`src/rtl/mem_arb_pkg.sv`:
```
// mem_arb_pkg: shared encodings and default widths for the I/D memory arbiter.
package mem_arb_pkg;
  typedef enum logic [1:0] {IDLE = 2'd0, BUSY_I = 2'd1, BUSY_D = 2'd2} state_t;
  localparam logic OWN_D = 1'b0;
  localparam logic OWN_I = 1'b1;
  localparam int ADDR_W_DEF = 28;
  localparam int DATA_W_DEF = 128;
  localparam int MAX_WAIT_DEF = 8;
  function automatic int wait_w(input int max_wait);
    return $clog2(max_wait + 1);
  endfunction
endpackage

```
`src/rtl/mem_arb_pick.sv`:
```
// mem_arb_pick: I/D tie-break; round-robin when MEM_ARB_RR_EN is defined, else D priority with starvation guard.
module mem_arb_pick
  import mem_arb_pkg::*;
#(
  parameter int MAX_WAIT = MAX_WAIT_DEF,
  parameter int WW = wait_w(MAX_WAIT)
) (
  input  logic pend_I,
  input  logic pend_D,
`ifdef MEM_ARB_RR_EN
  input  logic last,
`else
  input  logic [WW-1:0] wait_cnt,
`endif
  output logic grant_I,
  output logic grant_D
);
  logic tie_I;
`ifdef MEM_ARB_RR_EN
  assign tie_I = last == OWN_D;
`else
  assign tie_I = wait_cnt == WW'(MAX_WAIT);
`endif
  always_comb begin
    grant_I = pend_I & (~pend_D | tie_I);
    grant_D = pend_D & ~grant_I;
  end
endmodule

```
`src/rtl/mem_arbiter.sv`:
```
// mem_arbiter: shares one slow line-memory port between I-cache and D-cache, one transaction at a time.
// MEM_ARB_RR_EN selects round-robin tie-break instead of D priority with MAX_WAIT guard.
module mem_arbiter
  import mem_arb_pkg::*;
#(
  parameter int ADDR_W = ADDR_W_DEF,
  parameter int DATA_W = DATA_W_DEF,
  parameter int MAX_WAIT = MAX_WAIT_DEF
) (
  input  logic              clk,
  input  logic              proc_reset,
  input  logic              mem_read_I,
  input  logic              mem_write_I,
  input  logic [ADDR_W-1:0] mem_addr_I,
  input  logic [DATA_W-1:0] mem_wdata_I,
  output logic [DATA_W-1:0] mem_rdata_I,
  output logic              mem_ready_I,
  input  logic              mem_read_D,
  input  logic              mem_write_D,
  input  logic [ADDR_W-1:0] mem_addr_D,
  input  logic [DATA_W-1:0] mem_wdata_D,
  output logic [DATA_W-1:0] mem_rdata_D,
  output logic              mem_ready_D,
  output logic              mem_read,
  output logic              mem_write,
  output logic [ADDR_W-1:0] mem_addr,
  output logic [DATA_W-1:0] mem_wdata,
  input  logic [DATA_W-1:0] mem_rdata,
  input  logic              mem_ready
);
  state_t state;
  logic pend_I, pend_D, grant_I, grant_D, sel_I, take;
  assign pend_I = mem_read_I | mem_write_I;
  assign pend_D = mem_read_D | mem_write_D;
  assign sel_I = state == IDLE ? grant_I : state == BUSY_I;
  assign take = state != IDLE || grant_I || grant_D;
  assign mem_ready_I = ~proc_reset & mem_ready & (state == BUSY_I);
  assign mem_ready_D = ~proc_reset & mem_ready & (state == BUSY_D);
  assign mem_rdata_I = mem_rdata;
  assign mem_rdata_D = mem_rdata;
`ifdef MEM_ARB_RR_EN
  logic last;
  always_ff @(posedge clk)
    if (proc_reset) last <= OWN_D;
    else if (state == IDLE && (grant_I || grant_D)) last <= grant_I ? OWN_I : OWN_D;
  mem_arb_pick #(.MAX_WAIT(MAX_WAIT)) u_pick (
    .pend_I(pend_I), .pend_D(pend_D), .last(last), .grant_I(grant_I), .grant_D(grant_D)
  );
`else
  localparam int WW = wait_w(MAX_WAIT);
  logic [WW-1:0] wait_cnt;
  // Counts D grants that bypassed a waiting I request
  always_ff @(posedge clk)
    if (proc_reset) wait_cnt <= '0;
    else if (state == IDLE)
      wait_cnt <= (grant_I || !pend_I) ? '0 :
                  (grant_D && wait_cnt != WW'(MAX_WAIT)) ? wait_cnt + 1'b1 : wait_cnt;
  mem_arb_pick #(.MAX_WAIT(MAX_WAIT), .WW(WW)) u_pick (
    .pend_I(pend_I), .pend_D(pend_D), .wait_cnt(wait_cnt), .grant_I(grant_I), .grant_D(grant_D)
  );
`endif
  always_ff @(posedge clk) begin
    if (proc_reset) begin
      state <= IDLE;
      mem_read <= 1'b0;
      mem_write <= 1'b0;
      mem_addr <= '0;
      mem_wdata <= '0;
    end else begin
      if (take) begin
        mem_addr <= sel_I ? mem_addr_I : mem_addr_D;
        mem_wdata <= sel_I ? mem_wdata_I : mem_wdata_D;
      end
      if (state == IDLE) begin
        if (grant_I || grant_D) begin
          state <= grant_I ? BUSY_I : BUSY_D;
          mem_write <= sel_I ? mem_write_I : mem_write_D;
          mem_read <= sel_I ? mem_read_I & ~mem_write_I : mem_read_D & ~mem_write_D;
        end
      end else if (mem_ready) begin
        state <= IDLE;
        mem_read <= 1'b0;
        mem_write <= 1'b0;
      end
    end
  end
endmodule

```
`config.mk`:
```
export PLATFORM = sky130hd
export DESIGN_NAME = mem_arbiter
export DESIGN_NICKNAME = d
export VERILOG_FILES = /design/src/rtl/mem_arb_pkg.sv /design/src/rtl/mem_arb_pick.sv /design/src/rtl/mem_arbiter.sv
export SDC_FILE = /design/constraint.sdc
export NUM_CORES = 1
export LEC_CHECK = 0
export CELL_PAD_IN_SITES_DETAIL_PLACEMENT = 2
export CELL_PAD_IN_SITES_GLOBAL_PLACEMENT = 2
export CORE_AREA = 4 4 335 337
export DETAILED_ROUTE_END_ITERATION = 10
export DIE_AREA = 0 0 339 341
export GPL_TIMING_DRIVEN = 0
export HOLD_SLACK_MARGIN = 0.05
export PLACE_DENSITY_LB_ADDON = 0.1
export SYNTH_ARGS = -nofsm -noshare
export SYNTH_HDL_FRONTEND = slang
export SYNTH_SLANG_ARGS = --single-unit
```
`constraint.sdc`:
```
create_clock -name clk -period 3.3 [get_ports clk]
set_input_delay 0.33 -clock clk [delete_from_list [all_inputs] [get_ports clk]]
set_output_delay 0.33 -clock clk [all_outputs]
set_load 0.005 [all_outputs]
```
==> results.txt <==
- Status: complete, no violations
- Hold repair after CTS inserted 0 buffers.
- Kind of path behind the tightest hold check: in -> reg
* Critical Path Start Type: input pin
- Count of final setup violators: 0
- Buffers placed on the I/O ports in this run total 733.
- Of all flip-flops after synthesis, the portion carrying an async set or reset was 0%.
- CTS H-tree lvls: 4
* Signal arrival time at the worst endpoint: 2.40 ns
* Number of global-route vias before repair: 11700
- Post-synthesis mux area share: 0%
- In this run the deepest clock path goes through 2 buffers.
- Number of antenna violations at the first check in global routing: 23
- The floorplan step defined a die boundary enclosing 116000 µm².
* Worst-skew pair later-pin latency: 0.51 ns
- Synthesized-area fraction occupied by xor and xnor cells: 0.291%
- Final worst clock skew: 0.0136 ns
* Leak: 0.00738 µW
- Final Wtd Congestion: 0.717
- Net Count, Synth: 1454
- Cells fill 17.2% of the core in the end.
- Min Hold Slack: 0.468 ns
- Basic-gate share of the synthesized area counting and, or, nand and nor cells: 1.73%
- In this run, CTS created clock tree buffers numbering 17.
- Transition time at the pin with the least slew margin: 1.01 ns
- The cell area that synthesis handed to floorplanning was 9040 µm².
- Aggregate negative setup slack: 0 ns
- Die height: 341 µm
- Placeable core region: 109000 µm²
- In the final design database the tool counted 2206 nets.
- The final layout contains routed wiring with a total length of 64.2 mm.
* Critical-path maximum fanout: 10
- Synthesis instantiated 31 different standard cells from the library.
* Synth Instances: 1005
- After Yosys synthesis, full adders, half adders and majority gates account for 0.277% of the synthesized area.
- Entering global routing, the biggest net connects 17 pins.
- Compound-cell area share of the yosys netlist: 28.9%
* Top cells by area, synth: sky130_fd_sc_hd__dfxtp_1 36%, sky130_fd_sc_hd__buf_4 21%, sky130_fd_sc_hd__o221a_2 19%
* Die Span X: 339 µm
- The count of nets left with antenna violations once routing finished came out at 0.
* Cell at the root of the clock tree: sky130_fd_sc_hd__clkbuf_16
- Clock-pin slew was measured on the worst setup and hold paths at 0.09 ns.
* Final standard cell area without fillers: 18800 µm²
- In the routed design, unresolved DRC markers number 0.
* Final critical-path required period: 2.73 ns
- Effective utilization at floorplan: 8.31%
- Avg Vias per Cell: 3.17
- TritonCTS built the clock tree.
- For the worst setup path, the data required time is 2.97 ns.
* Reported max-cap violation count: 0
- CTS sink count: 164
- # rows: 121
- Summed over its instances, the top area cell type makes up 36.3% of the synthesized netlist area.
- Predominant post-synthesis flop cell: sky130_fd_sc_hd__dfxtp_1
* Leading cell type by number of instances after synthesis: sky130_fd_sc_hd__buf_4
- Count of endpoints failing hold in the final timing report: 0
- The total overflow left after global routing is 0.
* Share of the clock period used by the worst path: 82.6%
- Power density normalized to cell area: 354 nW/µm²
- Area Overhead vs Synth: 108%
* Total area of sequential cells: 3280 µm²
* Critical path class: in -> out
- 1st-pass router iterations: 6
- Part of the Yosys area used for sequential elements: 36.3%
* Detailed Route Iter0 Violations: 364
- Global routing consumed, over all layers together, 10.8% of the routing resources.
- Post-DR wirelength/cell: 20.1 µm
* Worst-case headroom to the max-slew limit: 32.7%
* Via count: 10100
- Least setup slack across all paths after layout: 0.574 ns
- During synthesis, Yosys emitted a total of 0 warnings.
* Mean area per synthesized cell: 9.00 µm²
- Cells with a size suffix above 1 make up 28.1% of the layout.
- After synthesis, the largest family of logic cells by area is buffers and inverters.
- In this run the cell area measured after placement is 18100 µm².
- Number of placed I/O pins: 863
* Number of synthesized flops with an enable pin: 0
* Maximum achievable frequency: 367 MHz
- The HPWL after detailed placement is 53.4 mm.
- #FFs+latches synth: 164
- Counting the fill cells in the layout gives 12500.
* Global-route wire length before repair: 89.0 mm
- Worst voltage drop across the vdd grid: 437 µV
- Worst slack after detailed placement: 0.210 ns
- Final Max Slew Viols: 0
- In the final layout, the multi-input gates occupy 2820 µm².
- Setup repair after global routing left no endpoint under its margin.
- Cell type contributing the most total cell area after synthesis: sky130_fd_sc_hd__dfxtp_1
- Quantity of gates resized following cts: 0
- The worst setup path is captured at an output pin.
* Leading cell types by count after synthesis: 258 x sky130_fd_sc_hd__buf_4, 164 x sky130_fd_sc_hd__dfxtp_1, 163 x sky130_fd_sc_hd__a21oi_1
* Post-CTS setup buffer count: 0
## worst max-delay path, stage by stage
cell                              delay, ns
sky130_fd_sc_hd__clkbuf_1              0.54
sky130_fd_sc_hd__clkbuf_1              0.82
sky130_fd_sc_hd__nor4bb_1              0.15
sky130_fd_sc_hd__clkdlybuf4s50_1       0.55
## metal layers
layer | vias up | part of all wire, % | routed length, µm | global-route usage, %
li1 | 4737 | - | - | -
met1 | 4837 | 37 | 23500 | 10.8
met2 | 473 | 52 | 33700 | 19.8
met3 | 56 | 9.4 | 6010 | 5.31
met4 | 16 | 1.5 | 933 | 2.83
met5 | - | 0.19 | 122 | 0
## final timing paths
path / startpoint / end / cells after the start / slack [ns]
max: proc_reset / mem_ready_I / 4 / 0.57
max reg2reg: wait_cnt[0]$_SDFFE_PP0P_ / mem_wdata[61]$_SDFFE_PP0P_ / 8 / 0.87
min: mem_addr_I[27] / mem_addr[27]$_SDFFE_PP0P_ / 2 / 0.47
min reg2reg: mem_write$_SDFFE_PP0P_ / mem_write$_SDFFE_PP0P_ / 2 / 0.51
## cells in the final DEF (no fill, tap or decap), types with 15 or more instances in the layout
cell,instances
sky130_fd_sc_hd__o221a_2,156
sky130_fd_sc_hd__dfxtp_1,164
sky130_fd_sc_hd__buf_2,33
sky130_fd_sc_hd__clkbuf_1,15
sky130_fd_sc_hd__clkbuf_16,17
sky130_fd_sc_hd__a21oi_1,163
sky130_fd_sc_hd__clkdlybuf4s50_1,733
sky130_fd_sc_hd__inv_1,158
sky130_fd_sc_hd__buf_6,15
sky130_fd_sc_hd__buf_4,258
## sequential cells by signal, summed over array words and instances (netlist names)
signal     count
mem_addr      28
mem_read       1
mem_wdata    128
mem_write      1
state          2
wait_cnt       4
## stage by stage
stage | instances | power [µW]
2_1_floorplan | 1005 | 3080
3_3_place_gp | 3152 | 4500
3_5_place_dp | 3152 | 4520
4_1_cts | 3184 | 6920
5_1_grt | 3190 | 7070
6_report | 3196 | 6640
## layout make-up
class	instances	area share [%]
Clock inverter	15	0.886
Sequential cell	164	17.5
Timing Repair Buffer	733	39.1
Clock buffer	17	2.27
Antenna cell	12	0.160
Buffer	326	12.5
Inverter	158	3.16
Multi-Input combinational cell	357	15.0
Tap cell	1414	9.42
## kinds of logic after synthesis
kind of cell | after synthesis
AND/OR/NAND/NOR | 28
XOR/XNOR | 3
adder cells (fa/ha/maj) | 2
flip-flops | 164
buffers and inverters | 484
AO/OA/AOI/OAI | 324
## where the power goes
part           total [µW]  switching, µW  internal [µW]  leakage [µW]
clock                2240           1110           1140      0.000293
combinational        2120            757           1360       0.00572
sequential           2280            109           2170       0.00137
total                6640           1970           4670       0.00738
(Power assumes the default switching activity.)
